**config.mk**
```make
export PLATFORM = sky130hd
export DESIGN_NAME = viterbi_decoder
export DESIGN_NICKNAME = d
export VERILOG_FILES = /design/src/rtl/viterbi_pkg.sv /design/src/rtl/viterbi_acs.sv /design/src/rtl/viterbi_decoder.sv
export SDC_FILE = /design/constraint.sdc
export NUM_CORES = 1
export LEC_CHECK = 0
export CAP_MARGIN = 20
export CORE_UTILIZATION = 60
export CTS_BUF_LIST = sky130_fd_sc_hd__clkbuf_8 sky130_fd_sc_hd__clkbuf_16
export CTS_CLUSTER_DIAMETER = 150
export DETAILED_ROUTE_END_ITERATION = 8
export DONT_BUFFER_PORTS = 1
export GPL_TIMING_DRIVEN = 0
export PLACE_DENSITY_LB_ADDON = 0.2
export SLEW_MARGIN = 20
export SYNTH_ARGS = -nofsm -noshare
export SYNTH_HDL_FRONTEND = slang
export SYNTH_SLANG_ARGS = --single-unit
```
**constraint.sdc**
```tcl
create_clock -name clk -period 12.6 [get_ports clk]
set_input_delay 3.15 -clock clk [delete_from_list [all_inputs] [get_ports clk]]
set_output_delay 3.15 -clock clk [all_outputs]
set_load 0.02 [all_outputs]
```
**src/rtl/viterbi_pkg.sv**
```systemverilog
// Shared constants and helpers for the K=3, rate-1/2 (7,5) hard-decision Viterbi decoder.
//   K, G0, G1, NUM_STATES : code definition
//   branch_out(state, u)  : encoder output {g0, g1} for a transition out of 'state' on input u
//   hamming2(a, b)        : Hamming distance of two 2-bit symbols (0..2)
package viterbi_pkg;

    localparam int unsigned K          = 3;
    localparam logic [2:0]  G0         = 3'b111;
    localparam logic [2:0]  G1         = 3'b101;
    localparam int unsigned NUM_STATES = 1 << (K - 1);

    // Encoder register is {u, b[n-1], b[n-2]}; state = {b[n-1], b[n-2]}.
    function automatic logic [1:0] branch_out(input logic [1:0] state, input logic u);
        logic [2:0] enc_reg;
        enc_reg = {u, state};
        return {^(enc_reg & G0), ^(enc_reg & G1)};
    endfunction

    function automatic logic [1:0] hamming2(input logic [1:0] a, input logic [1:0] b);
        logic [1:0] x;
        x = a ^ b;
        return {1'b0, x[1]} + {1'b0, x[0]};
    endfunction

endpackage

```
**src/rtl/viterbi_acs.sv**
```systemverilog
// One add-compare-select unit for next state NS of the K=3 trellis.
//   pm0_i/pm1_i : registered metrics of predecessors {NS[0],0} and {NS[0],1}
//   sr0_i/sr1_i : low TB_LEN-1 survivor bits of those predecessors
//   r_i         : received pair {r0, r1}
//   pm_o        : selected, saturated (not yet normalized) metric
//   sr_o        : updated survivor, newest decision at LSB
module viterbi_acs
    import viterbi_pkg::*;
#(
    parameter int unsigned NS     = 0,
    parameter int unsigned PM_W   = 6,
    parameter int unsigned TB_LEN = 16
) (
    input  logic [PM_W-1:0]   pm0_i,
    input  logic [PM_W-1:0]   pm1_i,
    input  logic [TB_LEN-2:0] sr0_i,
    input  logic [TB_LEN-2:0] sr1_i,
    input  logic [1:0]        r_i,
    output logic [PM_W-1:0]   pm_o,
    output logic [TB_LEN-1:0] sr_o
);

    localparam logic [1:0]      NsBits = 2'(NS);
    localparam logic [1:0]      Pred0  = {NsBits[0], 1'b0};
    localparam logic [1:0]      Pred1  = {NsBits[0], 1'b1};
    localparam logic            U      = NsBits[1];
    localparam logic [PM_W-1:0] PmMax  = {PM_W{1'b1}};

    logic [1:0]      bm0;
    logic [1:0]      bm1;
    logic [PM_W:0]   sum0;
    logic [PM_W:0]   sum1;
    logic [PM_W-1:0] cand0;
    logic [PM_W-1:0] cand1;
    logic            sel;

    always_comb begin
        bm0   = hamming2(r_i, branch_out(Pred0, U));
        bm1   = hamming2(r_i, branch_out(Pred1, U));
        sum0  = {1'b0, pm0_i} + {{(PM_W-1){1'b0}}, bm0};
        sum1  = {1'b0, pm1_i} + {{(PM_W-1){1'b0}}, bm1};
        // Carry out means the sum passed the metric ceiling.
        cand0 = sum0[PM_W] ? PmMax : sum0[PM_W-1:0];
        cand1 = sum1[PM_W] ? PmMax : sum1[PM_W-1:0];
        // Strict compare: ties keep the lower-index predecessor.
        sel   = (cand1 < cand0);
        pm_o  = sel ? cand1 : cand0;
        sr_o  = {(sel ? sr1_i : sr0_i), U};
    end

endmodule

```
**src/rtl/viterbi_decoder.sv**
```systemverilog
// Hard-decision Viterbi decoder, K=3 rate-1/2 (7,5), register-exchange survivors.
//   clk, rst : clock, asynchronous active-high reset
//   valid    : qualifies data_i; low holds all state
//   clr      : synchronous frame restart, overrides valid
//   data_i   : serial coded bits, g0 then g1 of each pair
//   data_o   : decoded bit, qualified by the one-cycle strobe valid_o
module viterbi_decoder
    import viterbi_pkg::*;
#(
    parameter int unsigned TB_LEN  = 16,
    parameter int unsigned PM_W    = 6,
    parameter int unsigned PM_INIT = 16
) (
    input  logic clk,
    input  logic rst,
    input  logic valid,
    input  logic clr,
    input  logic data_i,
    output logic data_o,
    output logic valid_o
);

    localparam int unsigned     CntW    = $clog2(TB_LEN + 1);
    localparam logic [CntW-1:0] CntFull = CntW'(TB_LEN);
    localparam logic [PM_W-1:0] PmInit  = PM_W'(PM_INIT);

    logic              phase_q, phase_d;
    logic              r0_q, r0_d;
    logic [CntW-1:0]   cnt_q, cnt_d;
    logic              step_q, step_d;
    logic              data_o_q, data_o_d;
    logic              valid_o_q, valid_o_d;
    logic [PM_W-1:0]   pm_q [NUM_STATES];
    logic [PM_W-1:0]   pm_d [NUM_STATES];
    logic [TB_LEN-1:0] sr_q [NUM_STATES];
    logic [TB_LEN-1:0] sr_d [NUM_STATES];

    logic [PM_W-1:0]   pm_acs  [NUM_STATES];
    logic [PM_W-1:0]   pm_norm [NUM_STATES];
    logic [TB_LEN-1:0] sr_acs  [NUM_STATES];
    logic [PM_W-1:0]   pm_min;
    logic [PM_W-1:0]   best_pm;
    logic [1:0]        best;

    for (genvar ns = 0; ns < NUM_STATES; ns++) begin : g_acs
        viterbi_acs #(
            .NS     (ns),
            .PM_W   (PM_W),
            .TB_LEN (TB_LEN)
        ) u_acs (
            .pm0_i (pm_q[(ns % 2) * 2]),
            .pm1_i (pm_q[(ns % 2) * 2 + 1]),
            .sr0_i (sr_q[(ns % 2) * 2][TB_LEN-2:0]),
            .sr1_i (sr_q[(ns % 2) * 2 + 1][TB_LEN-2:0]),
            .r_i   ({r0_q, data_i}),
            .pm_o  (pm_acs[ns]),
            .sr_o  (sr_acs[ns])
        );
    end

    // Normalize so the smallest stored metric is always 0.
    always_comb begin
        pm_min = pm_acs[0];
        for (int i = 1; i < NUM_STATES; i++) begin
            if (pm_acs[i] < pm_min) pm_min = pm_acs[i];
        end
        for (int i = 0; i < NUM_STATES; i++) begin
            pm_norm[i] = pm_acs[i] - pm_min;
        end
    end

    // Best state from the registered metrics; lowest index wins ties.
    always_comb begin
        best    = 2'd0;
        best_pm = pm_q[0];
        for (int i = 1; i < NUM_STATES; i++) begin
            if (pm_q[i] < best_pm) begin
                best_pm = pm_q[i];
                best    = 2'(i);
            end
        end
    end

    always_comb begin
        phase_d   = phase_q;
        r0_d      = r0_q;
        cnt_d     = cnt_q;
        step_d    = 1'b0;
        data_o_d  = data_o_q;
        valid_o_d = 1'b0;
        pm_d      = pm_q;
        sr_d      = sr_q;

        // Output stage looks at state registered by the previous ACS step.
        if (step_q && (cnt_q == CntFull)) begin
            valid_o_d = 1'b1;
            data_o_d  = sr_q[best][TB_LEN-1];
        end

        if (valid) begin
            if (!phase_q) begin
                r0_d    = data_i;
                phase_d = 1'b1;
            end else begin
                phase_d = 1'b0;
                step_d  = 1'b1;
                pm_d    = pm_norm;
                sr_d    = sr_acs;
                if (cnt_q != CntFull) cnt_d = cnt_q + 1'b1;
            end
        end

        if (clr) begin
            phase_d   = 1'b0;
            r0_d      = 1'b0;
            cnt_d     = '0;
            step_d    = 1'b0;
            data_o_d  = 1'b0;
            valid_o_d = 1'b0;
            for (int i = 0; i < NUM_STATES; i++) begin
                pm_d[i] = (i == 0) ? '0 : PmInit;
                sr_d[i] = '0;
            end
        end
    end

    always_ff @(posedge clk or posedge rst) begin
        if (rst) begin
            phase_q   <= 1'b0;
            r0_q      <= 1'b0;
            cnt_q     <= '0;
            step_q    <= 1'b0;
            data_o_q  <= 1'b0;
            valid_o_q <= 1'b0;
            for (int i = 0; i < NUM_STATES; i++) begin
                pm_q[i] <= (i == 0) ? '0 : PmInit;
                sr_q[i] <= '0;
            end
        end else begin
            phase_q   <= phase_d;
            r0_q      <= r0_d;
            cnt_q     <= cnt_d;
            step_q    <= step_d;
            data_o_q  <= data_o_d;
            valid_o_q <= valid_o_d;
            pm_q      <= pm_d;
            sr_q      <= sr_d;
        end
    end

    assign data_o  = data_o_q;
    assign valid_o = valid_o_q;

endmodule

```
* Word-level counts from Yosys, hierarchy flattened
Index checks and enable logic that the tools add are counted.
** Word-level totals
- Register bits :: 98
- Input port bits :: 5
- Output and inout port bits :: 2
** Cells by class
- Add/sub/neg operators :: 17
- Magnitude comparators :: 11
- Eq/ne operators :: 3
- Mux-type cells :: 50
- Bitwise logic cells :: 4
- Reductions and logical operators :: 8
** Operator list (number)
- $mux W64 :: 3
- $mux W6 :: 17
- $mux W24 :: 3
- $lt A6 B6 Y1 :: 10
- $mux W15 :: 4
- $add A6 B2 Y7 :: 8
- $bmux W16 S2 :: 1
- $mux W16 :: 2
- $sub A6 B6 Y6 :: 4
- $mux W5 :: 4
- $mux W1 :: 14
- $add A1 B1 Y2 :: 4
- $reduce_bool A2 Y1 :: 4
- $add A5 B1 Y5 const B :: 1
- $eq A5 B5 Y1 const B :: 1
- $ne A5 B5 Y1 const B :: 1
- $mux W2 :: 2
- $reduce_and A2 Y1 :: 2
- $ge A3 B3 Y1 const B :: 1
- $not A2 Y3 :: 1
- $reduce_and A3 Y1 :: 1
- $ne A2 B2 Y1 const B :: 1
- $not A1 Y1 :: 2
- $not A2 Y2 :: 1
- $logic_and A1 B1 Y1 :: 1

* Depth between registers and ports, before layout
Gate-level depths: netlist of the first run.
- Depth in word-level cells :: 16
- Depth in mapped cells :: 52
- Mapped depth without buffers :: 52

* By module
A second synthesis of the first run with hierarchy kept.
** Unflattened totals
- Cell total of the unflattened synthesis :: 976
- Area, all modules :: 9228.9 µm²
** Modules (own cells, without submodules)
- viterbi_decoder :: times used 1, cells an instance 599, area an instance 6067.1 µm², seq. area each 2456.1 µm²
- viterbi_acs at g_acs[0].u_acs :: times used 1, cells an instance 98, area an instance 822.0 µm², seq. area each 0.0 µm²
- viterbi_acs at g_acs[3].u_acs :: times used 1, cells an instance 90, area an instance 787.0 µm², seq. area each 0.0 µm²
- viterbi_acs at g_acs[1].u_acs :: times used 1, cells an instance 90, area an instance 777.0 µm², seq. area each 0.0 µm²
- viterbi_acs at g_acs[2].u_acs :: times used 1, cells an instance 99, area an instance 775.7 µm², seq. area each 0.0 µm²

* Least setup slack after synthesis of the first run
Ideal clock, no wire load.
- Kind :: input to register
- Start point :: input data_i
- End point :: register pm_q[23] (netlist bit)
- Library setup time :: 0.136 ns
- Data arrival time :: 11.843 ns
- Data required time :: 12.464 ns
- Path slack :: 0.621 ns
- Stages :: 44
- Cell sequence :: inv_1 ha_1 inv_1 ha_1 ha_1 a21o_1 nand2_1 nand2_1 mux2i_1 inv_1 ha_1 nand4_1 nor2_1 o41ai_4 nand2_4 nor2_1 a21oi_1 ha_1 [8 not listed] and2_1 a221o_1 o21ai_2 mux2_2 ha_1 o21a_1 o211ai_1 nor3b_1 a21o_1 mux2i_1 ha_1 inv_1 a21o_1 maj3_1 maj3_1 a21o_1 a21oi_1 o22ai_1
** Between the ends
- Longest elaborated chain between the ends :: 16
- Elaborated cells on any way between the ends :: 40
** RTL lines
- start, declared :: RTL line viterbi_decoder.sv:18 : input logic data_i,
- $not A1 Y1 (no line) / $not A2 Y2 (equally long branches)
- $add A1 B1 Y2 :: RTL line viterbi_pkg.sv:22 : return {1'b0, x[1]} + {1'b0, x[0]};
- $add A6 B2 Y7 :: RTL line viterbi_acs.sv:41 : sum1 = {1'b0, pm1_i} + {{(PM_W-1){1'b0}}, bm1};
- $mux W6 :: RTL line viterbi_acs.sv:44 : cand1 = sum1[PM_W] ? PmMax : sum1[PM_W-1:0];
- $lt A6 B6 Y1 :: RTL line viterbi_acs.sv:46 : sel = (cand1 < cand0);
- $mux W6 :: RTL line viterbi_acs.sv:47 : pm_o = sel ? cand1 : cand0;
- $lt A6 B6 Y1 :: RTL line viterbi_decoder.sv:65 : if (pm_acs[i] < pm_min) pm_min = pm_acs[i];
- $mux W6 :: RTL line viterbi_decoder.sv:65
- $lt A6 B6 Y1 :: RTL line viterbi_decoder.sv:65
- $mux W6 :: RTL line viterbi_decoder.sv:65
- $lt A6 B6 Y1 :: RTL line viterbi_decoder.sv:65
- $mux W6 :: RTL line viterbi_decoder.sv:65
- $sub A6 B6 Y6 (*) :: RTL line viterbi_decoder.sv:68 : pm_norm[i] = pm_acs[i] - pm_min;
- $mux W24 (*) :: RTL line viterbi_decoder.sv:101 : if (!phase_q) begin
- $mux W24 (*) :: RTL line viterbi_decoder.sv:100 : if (valid) begin
- $mux W24 (*) :: RTL line viterbi_decoder.sv:113 : if (clr) begin
- end signal, assigned by index :: RTL line viterbi_decoder.sv:136 : pm_q[i] <= (i == 0) ? '0 : PmInit;
- end signal, assigned :: RTL line viterbi_decoder.sv:146 : pm_q <= pm_d;
- end, declared :: RTL line viterbi_decoder.sv:33 : logic [PM_W-1:0] pm_q [NUM_STATES];
Mark *: on every way between the ends. The rest lies on a longest branch, timed or not. The select of a mux whose other input is x is not followed.
A chain may end at the register's enable or synchronous reset.

* Final worst setup path of the first run
Ends and elaborated chain as after synthesis.

==> metrics.md, run 1 <==
| Metric | Value |
|---|---|
| Status | finished, final reports clean |
| Post-synth cell types | just over 80 |
| TritonCTS clock tree | built |
| Origin of the critical flop-to-flop path | r0_q$_DFFE_PP0P_ |
| Final core utilization | about two thirds |
| Final Max Tran Viols | 0 |
| Yosys warns | 0 |
| Initial antenna violation count | 0 |
| Final hold violation count | 0 |
| Clk slew on worst S/H paths | around 0.07 ns |
| First-pass GRT wire length | approximately 35 mm |
| Initial drt markers | around 420 |
| Final GP Congestion | approximately 0.94 |
| Cell family with most CP delay | compound AO/OA/AOI/OAI gates |
| Critical Path AT | roughly 12 ns |
| Area Growth Syn to Fin | 9.75% |
| Worst Path Required | between 10 and 15 ns |
| Initial Utilization | a little over 60% |
| Vias in the first global route | between 7000 and 8000 |
| Die Span Y | roughly 120 µm |
| Critical path class | in2reg |
| Hold Path Sink | sr_q[1]$_DFFE_PP0P_ |
| # DRC | 0 |
| Worst-skew pair later-pin latency | ~0.36 ns |
| Core area | between 10000 and 15000 µm² |
| Worst slew pin tran | 0.962 ns |
| Placement Setup Slack | -1.03 ns |
| Vias per Instance | about 6.1 |
| Worst Skew | 0.0129 ns |
| Worst setup EP type | flop |
| Vias | just over 7000 |
| Clock buffer depth | 2 |
| Seq cells post-synth | between 90 and 100 |
| Wire per inst | 18.6 µm |
| Grt total ovfl | 0 |
| Hold WS | between 0.4 and 0.5 ns |
| Post-layout min period | ~12 ns |
| Endpoints failing setup | 0 |
| Routed Antenna Nets | 0 |
| Largest net degree at the start of global routing | between 60 and 70 |
| Reg-to-reg endpoint | pm_q[23]$_DFFE_PP0P_ |
| N_diodes | 0 |
| Row count | 42 |
| Achievable Freq | slightly above 80 MHz |
| Worst-path fanout max | 10 |
| Mapped Cells | approximately 980 |
| EDFF count, synth | 0 |
| Drt pass-1 iters | 6 |
| CTS Sinks | roughly 90 |
| Main synth FF type | dfrtp_1 |
| DP HPWL | roughly 17 mm |
| Die Area | 14300 µm² |
| Total track usage | 31.6% |
| Routed wire length | 22.0 mm |
| Worst path depth | 47 |
| Number of top-level pins | 7 |
| Cell Area, Synth | roughly 8300 µm² |
| Bufs and invs on worst path | 6 |
| Dpl cells | 1156 |
| Synth Net Count | roughly 1100 |
| Share of cells above drive strength 1 | between 10% and 20% |
| Hold path cells | 2 |
| Worst path slowest cell | maj3_1 |
| Seq/Total Area, Yosys | between 20 and 30% |
| MaxCap Viol Count | 0 |
| R2R depth | 47 |
| Worst hold-check path type | reg2reg |
| Worst rel slew slack | 35.3% |
| Slowest stage delay, CP | about 0.39 ns |
| Startpoint Class | primary input |
| Final period util | 96.3% |
| H-tree levels | 3 |
| Root buf cell | clkbuf_16 |
| Asr flop ratio synth | between 90% and 100% |
| Chip width | between 100 and 150 µm |
| Final net count | approximately 1100 |
| CTS buffer count | 9 |
| Syn avg cell area | about 8.5 µm² |
| PortBufs | 0 |
| Worst R2R Setup Slack | between 2 and 3 ns |
| Post-route setup slack | ~0.47 ns |
| Layout Cells excl Fill | approximately 1200 |
| Worst hold start | sr_q[1]$_DFFE_PP0P_ |
-- cells in the final DEF (no fill, tap or decap), types with 5 or more instances in the layout --
cell       count
a21o_1        13
a21oi_1       54
a21oi_2        6
and2_1         7
and3_1         6
and4_1         6
buf_2          6
buf_4         20
clkbuf_1      26
clkbuf_16      9
dfrtp_1       89
ha_1          69
ha_2           6
inv_1         49
maj3_1         7
mux2_2         5
mux2i_1       75
nand2_1      128
nand2b_1      16
nand3_1        8
nand4_1        8
nor2_1        59
nor2b_1       10
nor3_1        11
o211ai_1      11
o21a_1        16
o21ai_0      100
o22ai_1        7
or2_2          8
xnor2_1       44
xor2_1         9
-- worst min-delay path, delay by kind of cell (launching register included) --
| kind | cells | cell delay (ns) |
|---|---|---|
| simple gates | 1 | 0.05 |
| compound gates | 1 | 0.06 |
| flops | 1 | 0.35 |
-- state kept, by name, indices dropped and copies added, names as in the netlist --
signal,count
sr_q,58
step_q,1
data_o,1
r0_q,1
cnt_q,5
phase_q,1
valid_o,1
pm_q,24
-- through the flow --
stage | setup TNS, ns | instance area, µm²
floorplan | 0 | 8300
global placement | -6.59 | 8520
detailed placement | -7.07 | 8560
CTS | 0 | 8910
global route | -0.0324 | 9110
finish | 0 | 9110
-- worst max path at each step --
stage                            to  slack, ns  startpoint
6_report       pm_q[23]$_DFFE_PP0P_       0.47      data_i
5_1_grt        pm_q[23]$_DFFE_PP0P_      -0.03      data_i
4_1_cts        pm_q[23]$_DFFE_PP0P_       0.03      data_i
3_5_place_dp   pm_q[23]$_DFFE_PP0P_      -1.03      data_i
3_3_place_gp   pm_q[23]$_DFFE_PP0P_      -1.00      data_i
2_1_floorplan  pm_q[23]$_DFFE_PP0P_       0.62      data_i
-- per-layer routing --
| metal | up-vias | global-route usage (%) | wire length, µm |
|---|---|---|---|
| li1 | 3568 | - | - |
| met1 | 3403 | 39.7 | 9570 |
| met2 | 175 | 54.1 | 10600 |
| met3 | 60 | 2.95 | 854 |
| met4 | 0 | 16.5 | 996 |
| met5 | - | 0 | 0 |
-- cell type report --
class / instances / area [µm²]
clock inverters: 7 / 72.6
clock buffers: 9 / 225
well taps: 176 / 220
fillers: 1139 / 4230
multi-input cells: 795 / 5770
inverters: 50 / 193
flip-flops and latches: 92 / 2310
repair buffers: 15 / 133
plain buffers: 42 / 195
-- cells by family (layout without fill, tap and decap cells) --
| group | Yosys count | count (layout) | share of synthesized area, % |
|---|---|---|---|
| muxes | 88 | 88 | 11.0 |
| adders and majority gates | 83 | 83 | 12.4 |
| buffers and inverters | 92 | 123 | 4.61 |
| and+or+nand+nor | 292 | 292 | 16.8 |
| AOI/OAI and AO/OA | 278 | 278 | 21.8 |
| DFF | 92 | 92 | 27.8 |
| xor gates and xnor gates | 54 | 54 | 5.70 |
-- synthesized netlist by cell type, types with 9 or more instances --
master / instances / area, µm²
dfrtp_1: 89 / 2230
xor2_1: 10 / 87.6
nand2_1: 128 / 480
nor2_1: 60 / 225
nor2b_1: 10 / 62.6
a21o_1: 13 / 97.6
nand2b_1: 16 / 100
a21oi_1: 58 / 290
xnor2_1: 44 / 385
clkbuf_1: 26 / 97.6
inv_1: 49 / 184
nor3_1: 12 / 60.1
mux2i_1: 79 / 791
o21ai_0: 101 / 505
o211ai_1: 11 / 82.6
o21a_1: 17 / 128
nand3_1: 9 / 45.0
ha_1: 75 / 938
-- repair_timing --
action	4_1_cts	5_1_grt
pin swaps	1	6
buffers inserted	1	13
cloned	0	0
hold buffers	0	0
setup endpoints to repair	9	13
resized for setup	11	25
Power of run 1 is left out: the tool's default activity adds up to more than one toggle a clock period on the data nets, which glitch-free logic cannot reach.
==> run 2: changes to the inputs <==
clock period = 15.49 ns   (was 12.6 ns; I/O delays follow)
==> run 2 against run 1 <==
  * First-iteration DRC count grew 1.7%
  * Final area decreased by 2.8%
  * Routed wire length down 2.1%
  * Non-clock buffer count is 14 lower
  * Critical endpoint unchanged
  * Via count is 1.1% lower
  * Utilization down 1.9 points
  * Clock skew shrank 0.00052 ns
==> metrics.md, run 2 (synthesized netlist as in run 1, its figures left out) <==
| Metric | Value |
|---|---|
| Initial drt markers | 423 (+1.7%) |
| Worst-path fanout max | 10 (unchanged) |
| Final net count | 1072 (-1.3%) |
| Number of flip-flops in the largest register | 58 (unchanged) |
| Number of top-level pins | 7 (unchanged) |
| TritonCTS clock tree | built |
| Worst slew pin tran | 0.918 ns (-0.0440 ns) |
| Endpoints failing setup | 0 (unchanged) |
| Final setup TNS | 0 ns (unchanged) |
| Drt pass-1 iters | 5 (-1) |
| Placement Setup Slack | 1.13 ns (+2.17 ns) |
| Hold WS | 0.489 ns (-0.00266 ns) |
| Routed Antenna Nets | 0 (unchanged) |
| Worst Path Required | 15.69 ns (+2.89 ns) |
| Top flop regs | sr_q: 58 flops, pm_q: 24 flops, cnt_q: 5 flops |
| Final period util | between 90 and 100% |
| Achievable Freq | between 70 and 80 MHz |
| Largest net degree at the start of global routing | 65 (unchanged) |
| First-pass GRT wire length | 34.9 mm (-0.59%) |
| Status | finished, final reports clean |
| Multi-input gate area | 5620 µm² (-2.7%) |
| Critical Path AT | 14.41 ns (+2.08 ns) |
| Worst setup EP type | flop |
| Final hold violation count | 0 (unchanged) |
| N_diodes | 0 (unchanged) |
| Vias | 7128 (-1.1%) |
| Hold Buf Count CTS | 0 (unchanged) |
| Area Growth Syn to Fin | 6.63% |
| Wire per inst | 18.4 µm (-0.93%) |
| Initial Utilization | 62.2% (unchanged) |
| CTS buffer count | 9 (unchanged) |
| Post-route setup slack | 1.29 ns (+0.820 ns) |
| Worst Skew | 0.0124 ns (-0.000520 ns) |
| Die Span Y | 120 µm (unchanged) |
| DP HPWL | 16.8 mm (unchanged) |
| Share of cells above drive strength 1 | 7.43% (-3.8 points) |
| Total track usage | 31.5% (-0.17 points) |
| MaxCap Viol Count | 0 (unchanged) |
| Layout Cells excl Fill | 1172 (-1.2%) |
| CTS Sinks | 92 (unchanged) |
| Commonest non-fill, non-tap cells in the layout | nand2_1, o21ai_0, dfrtp_1 |
| Startpoint Class | primary input |
| # resized after CTS | 0 (-11) |
| Commonest non-fill, non-tap cell in the layout | nand2_1 |
| Largest reg by FF count | sr_q |
| RSZ-0062 raised after global routing | no |
| Vias in the first global route | 7004 (-0.72%) |
| Routed wire length | 21.6 mm (-2.1%) |
| Dpl cells | 1156 (unchanged) |
| Worst-skew pair later-pin latency | 0.36 ns (about the same) |
| Crit-path most repeated cell | ha_1 |
| Worst rel slew slack | 38.1% (+2.8 points) |
| Chip width | 120 µm (unchanged) |
| Filler cell count | 1170 (+2.7%) |
| Row count | 42 (unchanged) |
| PortBufs | 0 (unchanged) |
| Clock buffer depth | 2 (unchanged) |
| Final Max Tran Viols | 0 (unchanged) |
| Initial antenna violation count | 0 (unchanged) |
| Worst path slowest cell | a21oi_1 |
| Slowest stage delay, CP | 0.66 ns (+0.27 ns) |
| Root buf cell | clkbuf_16 |
| Core area | 13300 µm² (unchanged) |
| Final GP Congestion | 0.935 (unchanged) |
| Worst hold-check path type | reg2reg |
| Post-CTS Setup Bufs | 0 (-1) |
| H-tree levels | 3 (unchanged) |
| Vias per Instance | 6.08 (about the same) |
| Critical path class | in2reg |
| Grt total ovfl | 0 (unchanged) |
| # DRC | 0 (unchanged) |
| Clk slew on worst S/H paths | 0.07 ns (about the same) |
| Die Area | 14300 µm² (unchanged) |
| Register area | 2310 µm² (unchanged) |
| Post-layout min period | roughly 14 ns |
## run 2: cell types whose count changed in the layout (fill, tap and decap cells not counted), sizes merged
cell	before	now
buf	31	17
## run 2: critical path, delay by kind of cell
| family | cells | cell delay (ns) |
|---|---|---|
| AND/OR/NAND/NOR | 9 | 1.65 |
| buffers and inverters | 4 | 0.36 |
| AO/OA/AOI/OAI | 18 | 4.14 |
| adder cells (fa/ha/maj) | 9 | 3.05 |
| multiplexers | 3 | 1.31 |
## run 2: stage by stage
| step | instance area [µm²] | utilization, % |
|---|---|---|
| 3_3_place_gp | 8520 | 63.9 |
| 2_1_floorplan | 8300 | - |
| 5_1_grt | 8850 | 66.3 |
| 6_report | 8850 | 66.3 |
| 3_5_place_dp | 8560 | 64.1 |
| 4_1_cts | 8850 | 66.3 |
## run 2: routing by layer
metal | wire (µm) | vias up | GRT usage (%)
li1 | - | 3539 | -
met1 | 9440 | 3366 | 39.7
met2 | 10300 | 171 | 53.4
met3 | 885 | 52 | 2.90
met4 | 885 | 0 | 16.6
met5 | 0 | - | 0
## run 2: final cells by class
type | count | share of cell area (%)
multi-input cells | 795 | 63.4
flip-flops and latches | 92 | 26.0
clock buffers | 9 | 2.54
well taps | 176 | 2.49
plain buffers | 42 | 2.20
inverters | 50 | 2.18
clock inverters | 7 | 0.820
repair buffers | 1 | 0.311
## run 2: path summary, 6_finish.rpt
kind | slack (ns) | start | depth (start not counted) | to
max | 1.29 | data_i | 43 | pm_q[23]$_DFFE_PP0P_
min | 0.49 | sr_q[1]$_DFFE_PP0P_ | 2 | sr_q[1]$_DFFE_PP0P_
max reg2reg | 4.28 | r0_q$_DFFE_PP0P_ | 43 | pm_q[23]$_DFFE_PP0P_
min reg2reg | 0.49 | sr_q[1]$_DFFE_PP0P_ | 2 | sr_q[1]$_DFFE_PP0P_
max in group asynchronous | 11.50 | rst | 2 | pm_q[16]$_DFFE_PP1P_
min in group asynchronous | 3.33 | rst | 1 | sr_q[40]$_DFFE_PP0P_
Power of run 2 is left out for the same reason.
